File: src/rtl/lsu_mem_port.sv
// Load/store port between the CPU controller and a req/ack memory bus.
// One transaction at a time, with a bus timeout so a dead memory cannot stall the CPU.
module lsu_mem_port #(
    parameter int ADDR_W  = 8,
    parameter int DATA_W  = 16,
    parameter int TIMEOUT = 255
) (
    input  logic              clk,
    input  logic              reset,
    input  logic [1:0]        en_ls,
    input  logic [ADDR_W-1:0] addr,
    input  logic [DATA_W-1:0] wdata,
    output logic              ls_done,
    output logic [DATA_W-1:0] d_out,
    output logic              ls_err,
    output logic              mem_req,
    output logic              mem_we,
    output logic [ADDR_W-1:0] mem_addr,
    output logic [DATA_W-1:0] mem_wdata,
    input  logic [DATA_W-1:0] mem_rdata,
    input  logic              mem_ack
);

    localparam int CNT_W = (TIMEOUT > 1) ? $clog2(TIMEOUT) : 1;
    localparam logic [CNT_W-1:0] CNT_MAX = CNT_W'(TIMEOUT - 1);

    typedef enum logic [1:0] {
        IDLE = 2'd0,
        BUSY = 2'd1,
        HOLD = 2'd2
    } state_t;

    typedef struct packed {
        logic              we;
        logic [ADDR_W-1:0] addr;
        logic [DATA_W-1:0] wdata;
    } mem_cmd_t;

    state_t             state_q, state_d;
    mem_cmd_t           cmd_q, cmd_d;
    logic               req_q, req_d;
    logic               done_q, done_d;
    logic               err_q, err_d;
    logic [DATA_W-1:0]  dout_q, dout_d;
    logic [CNT_W-1:0]   cnt_q, cnt_d;

    logic               req_valid;

    // 2'b11 is reserved and behaves like idle
    assign req_valid = (en_ls == 2'b01) || (en_ls == 2'b10);

    always_comb begin
        state_d = state_q;
        cmd_d   = cmd_q;
        req_d   = req_q;
        done_d  = 1'b0;
        err_d   = 1'b0;
        dout_d  = dout_q;
        cnt_d   = cnt_q;

        case (state_q)
            IDLE: begin
                if (req_valid) begin
                    cmd_d.we    = en_ls[1];
                    cmd_d.addr  = addr;
                    cmd_d.wdata = wdata;
                    req_d       = 1'b1;
                    cnt_d       = '0;
                    state_d     = BUSY;
                end
            end
            BUSY: begin
                // Ack takes priority over a timeout firing on the same edge
                if (mem_ack) begin
                    req_d   = 1'b0;
                    done_d  = 1'b1;
                    state_d = HOLD;
                    if (!cmd_q.we) begin
                        dout_d = mem_rdata;
                    end
                end else if (cnt_q == CNT_MAX) begin
                    req_d   = 1'b0;
                    done_d  = 1'b1;
                    err_d   = 1'b1;
                    state_d = HOLD;
                end else begin
                    cnt_d = cnt_q + CNT_W'(1);
                end
            end
            HOLD: begin
                // A request still held from the last transaction must not re-trigger
                if (en_ls == 2'b00) begin
                    state_d = IDLE;
                end
            end
            default: begin
                state_d = IDLE;
                req_d   = 1'b0;
            end
        endcase
    end

    always_ff @(posedge clk or negedge reset) begin
        if (!reset) begin
            state_q <= IDLE;
            cmd_q   <= '0;
            req_q   <= 1'b0;
            done_q  <= 1'b0;
            err_q   <= 1'b0;
            dout_q  <= '0;
            cnt_q   <= '0;
        end else begin
            state_q <= state_d;
            cmd_q   <= cmd_d;
            req_q   <= req_d;
            done_q  <= done_d;
            err_q   <= err_d;
            dout_q  <= dout_d;
            cnt_q   <= cnt_d;
        end
    end

    assign ls_done   = done_q;
    assign ls_err    = err_q;
    assign d_out     = dout_q;
    assign mem_req   = req_q;
    assign mem_we    = cmd_q.we;
    assign mem_addr  = cmd_q.addr;
    assign mem_wdata = cmd_q.wdata;

endmodule

File: config.mk
export PLATFORM = sky130hd
export DESIGN_NAME = lsu_mem_port
export DESIGN_NICKNAME = d
export VERILOG_FILES = /design/src/rtl/lsu_mem_port.sv
export SDC_FILE = /design/constraint.sdc
export NUM_CORES = 1
export LEC_CHECK = 0
export BUFFER_PORTS_ARGS = -buffer_cell sky130_fd_sc_hd__buf_2
export CAP_MARGIN = 20
export CORE_ASPECT_RATIO = 0.8
export CORE_MARGIN = 4
export CORE_UTILIZATION = 46
export DETAILED_ROUTE_END_ITERATION = 12
export HOLD_SLACK_MARGIN = 0.15
export PLACE_DENSITY = 0.76
export SYNTH_ARGS = -nofsm -noshare
export SYNTH_HDL_FRONTEND = slang
export SYNTH_SLANG_ARGS = --single-unit
File: constraint.sdc
create_clock -name clk -period 2.1 [get_ports clk]
set_clock_uncertainty 0.15 [all_clocks]
set_input_delay 0.21 -clock clk [delete_from_list [all_inputs] [get_ports clk]]
set_output_delay 0.21 -clock clk [all_outputs]
set_load 0.05 [all_outputs]
==> results by stage <==
Final layout:
- Relative to the synthesized area, the layout overhead comes to 46.4%.
- Counting the fill cells in the layout gives 311.
- 0 antenna diodes ended up in the layout.
- The final layout contains 335 nets.
- In the final layout, the share of cells above drive strength 1 is 0.535.
- The cell area after layout is 3290 µm².

Global routing:
- Across every metal layer, demand over resource in global routing totals 0.183.
- Global routing finished with a remaining overflow of 0.
- The via count of the first global-routing pass came to 1856.
- Entering global routing, the biggest net connects 55 pins.
- The first global-routing pass estimated approximately 8600 µm of wire.
- The initial antenna violation count is 0.

Logic synthesis:
- After synthesis the netlist holds a flip-flop and latch count of 54.
- The part of the Yosys area used for sequential elements is 0.601.
- After synthesis, the cell types taking the most area are sky130_fd_sc_hd__dfrtp_1 60%, sky130_fd_sc_hd__mux2_2 21%, sky130_fd_sc_hd__ha_1 1.7%.
- The primary flip-flop cell chosen by synthesis mapping is sky130_fd_sc_hd__dfrtp_1.
- The share of synthesized area in the top cell type comes to 0.601.
- By count the netlist is led by 54 x sky130_fd_sc_hd__dfrtp_1, 42 x sky130_fd_sc_hd__mux2_2, 6 x sky130_fd_sc_hd__nor2_1, 5 x sky130_fd_sc_hd__nand3_1, 4 x sky130_fd_sc_hd__and3_1.
- After synthesis, the mean cell area works out to 15.0 µm².
- The netlist uses 29 different library cells.
- For this run, the number of Yosys warnings is 0.
- The number of enable flip-flop cells after synthesis is 0.
- The cell area after synthesis is 2250 µm².
- The total nets after synthesis is ~200.
- The proportion of synthesized flip-flops having asynchronous set or reset is 1.00.
- The synthesized instance count is 150.
- The top cell type by total area after synthesis is sky130_fd_sc_hd__dfrtp_1.
- The most common cell in the netlist is sky130_fd_sc_hd__dfrtp_1.

Floorplan:
- Pin placement for this block handled between 80 and 90 I/O pins.
- The effective utilization at floorplan is 0.483.
- The die covers 6070 µm².
- The core region is roughly 4700 µm².
- The standard-cell row count is 22.
- The floorplan die width is 86.1 µm.
- The y dimension of the die is between 70 and 80 µm.

STA:
- Setup violations remaining at the end of the flow were counted as 0.
- The number of hold violations in the final report was 0.
- For the pin with the worst max-slew slack, the measured transition is between 600 and 700 ps.
- Setup repair after global routing left no endpoint under its margin.
- In the final timing run, aggregate negative setup slack is 0 ps.
- The final worst slack is 154 ps.
- For the finished layout, the period the worst path requires is 1950 ps.
- The number of slew-limit violations in the final report is 0.
- The relative slew slack is 0.556.
- Dividing the final minimum period by the clock period gives 0.926.
- For this run, the top clock speed supported by timing is 514 MHz.

Clock tree:
- The number of resized instances in the post-cts repair step is 0.
- In this run the number of H-tree levels came out at 2.
- The clock transition at the registers of the reported paths is 80 ps.
- In this run the deepest clock path goes through 2 buffers.
- The clock insertion delay at the later pin of the skew report is 290 ps.
- The quantity of hold-fixing buffers added after cts is 43.
- The cell sitting at the root of the clock tree is a sky130_fd_sc_hd__clkbuf_8.
- The number of clock sinks is between 50 and 60.
- Clock tree synthesis inserted a total of 5 buffers.
- The count of buffers added by post-CTS timing repair for setup is 0.
- The CTS tree is yes.

Min path:
- The worst hold path belongs to the class in -> reg.
- Along the worst hold path, the cell count comes to 5.
- The source of the worst hold timing path is en_ls[0].

Critical path:
- The capture point of the worst reg-to-reg path is cnt_q[1].
- In this run the worst setup path begins at en_ls[1].
- The worst-case reg-to-reg path depth is 7.
- The most critical setup path has its endpoint at cnt_q[1].
- The endpoint kind of the worst setup timing path is a flop.
- In this run the critical register-to-register path is launched from cnt_q[0].
- The data arrival time at the worst-slack endpoint is 1980 ps.
- The required time at the endpoint of the critical path is around 2100 ps.
- The type of element launching the critical path is a primary input.
- The reg2reg setup slack is roughly 310 ps.
- Of all nets on the critical path, the largest fanout is 28.
- The startpoint-to-endpoint class of the critical path is in -> reg.

Drt:
- The initial detailed-routing violation count is 71.
- In the routed layout, each cell is associated on average with a via count of 4.82.
- The average detailed-routed wire length per instance is 14.7 µm.
- The number of nets still failing antenna checks after routing is 0.
- The first TritonRoute pass finished after 4 iterations.
- The total wirelength of the detailed-routed design is 5110 µm.
- Across all layers, the routed design uses 1676 vias.
- In the routed design, unresolved DRC markers number 0.

Power:
- The ratio of total power to cell area is approximately 1600 nW/µm².
- The analysis attributes to cell leakage a power of 1.61 nW.
- The maximum ir drop on the vdd rail is 953 µV.

Run status:
- The run finished with clean final reports.

Placement:
- The number of buffers added on ports is 88.
- OpenSTA, run right after detailed placement, puts the worst setup slack at 314 ps.
- The HPWL after detailed placement is 3240 µm.
- At the end of routability-driven placement, the weighted congestion stood at 0.768.
- The placed standard-cell area is 2770 µm².

Run:
- Across the run, the number of max-cap violations was 0.
-- state kept, by name, indices dropped and copies added (netlist names) --
register,cells
cnt_q,8
ls_err,1
d_out,16
mem_addr,8
mem_wdata,16
mem_req,1
state_q,2
ls_done,1
mem_we,1
-- worst min path at each step --
stage	end	slack [ps]
2_1_floorplan	cnt_q[0]	-240
3_3_place_gp	mem_addr[7]	220
3_5_place_dp	mem_addr[7]	220
4_1_cts	state_q[1]	220
5_1_grt	state_q[1]	250
6_report	state_q[1]	230
-- report_power, final --
part	switching [mW]	leakage, nW	internal (mW)	total (mW)
Clock	0.298	0.0482	0.266	0.564
Sequential	0.260	0.659	1.50	1.76
Combinational	2.08	0.905	0.926	3.01
Total	2.64	1.61	2.69	5.33
-- per-stage QoR --
step / hold slack [ps] / util / cells / power [mW]
after floorplan: -236 / - / 150 / 4.05
after global placement: 222 / 0.595 / 297 / 4.68
after detailed placement: 223 / 0.595 / 297 / 4.74
after CTS: 216 / 0.707 / 348 / 5.37
after global routing: 249 / 0.707 / 348 / 5.63
final: 225 / 0.707 / 348 / 5.33
-- final cells by class --
type	instances	area, µm²	share of cell area
Timing Repair Buffer	134	906	0.275
Multi-Input combinational cell	88	850	0.258
Clock inverter	1	5.00	0.00152
Clock buffer	7	86.3	0.0262
Sequential cell	54	1350	0.411
Tap cell	60	75.1	0.0228
Inverter	4	17.5	0.00532
-- logic make-up (layout without fill, tap and decap cells) --
kind of cell,after synthesis,in the layout,share of synthesized area
flip-flops,54,54,0.601
multiplexers,45,45,0.226
AO/OA/AOI/OAI,11,11,0.0395
adder cells (fa/ha/maj),3,3,0.0167
AND/OR/NAND/NOR,29,29,0.0935
buffers and inverters,8,146,0.0228
-- per-layer routing --
layer / global-route usage / vias to the layer above / wire length, µm
met5: 0 / - / 0
met4: 0.0756 / 0 / 138
met3: 0.0472 / 13 / 358
met2: 0.319 / 60 / 2640
met1: 0.214 / 789 / 1970
li1: - / 814 / -
-- worst max-delay path, stage by stage --
cell and delay [ps]:
sky130_fd_sc_hd__dlygate4sd3_1 520, sky130_fd_sc_hd__buf_2 100, sky130_fd_sc_hd__inv_1 30, sky130_fd_sc_hd__ha_1 250, sky130_fd_sc_hd__nor3b_2 220, sky130_fd_sc_hd__buf_12 240
sky130_fd_sc_hd__nor2_8 60, sky130_fd_sc_hd__inv_4 60, sky130_fd_sc_hd__mux2_4 280
-- layout by cell type, fill, tap and decap left out, drive strengths merged --
cell,netlist,final
inv,4,4
mux2i,2,2
ha,3,3
nand3,5,5
nor3,3,3
clkinv,0,1
o22ai,1,1
a211o,3,3
nand2b,2,2
nand2,1,1
nand4,1,1
o21a,2,2
o21ai,1,1
mux2,43,43
dlygate4sd3,0,43
a221o,1,1
a21oi,3,3
clkbuf,0,7
nor2,7,7
nor4,1,1
and3,6,6
dfrtp,54,54
nor3b,3,3
buf,4,91
(Power assumes the default switching activity.)
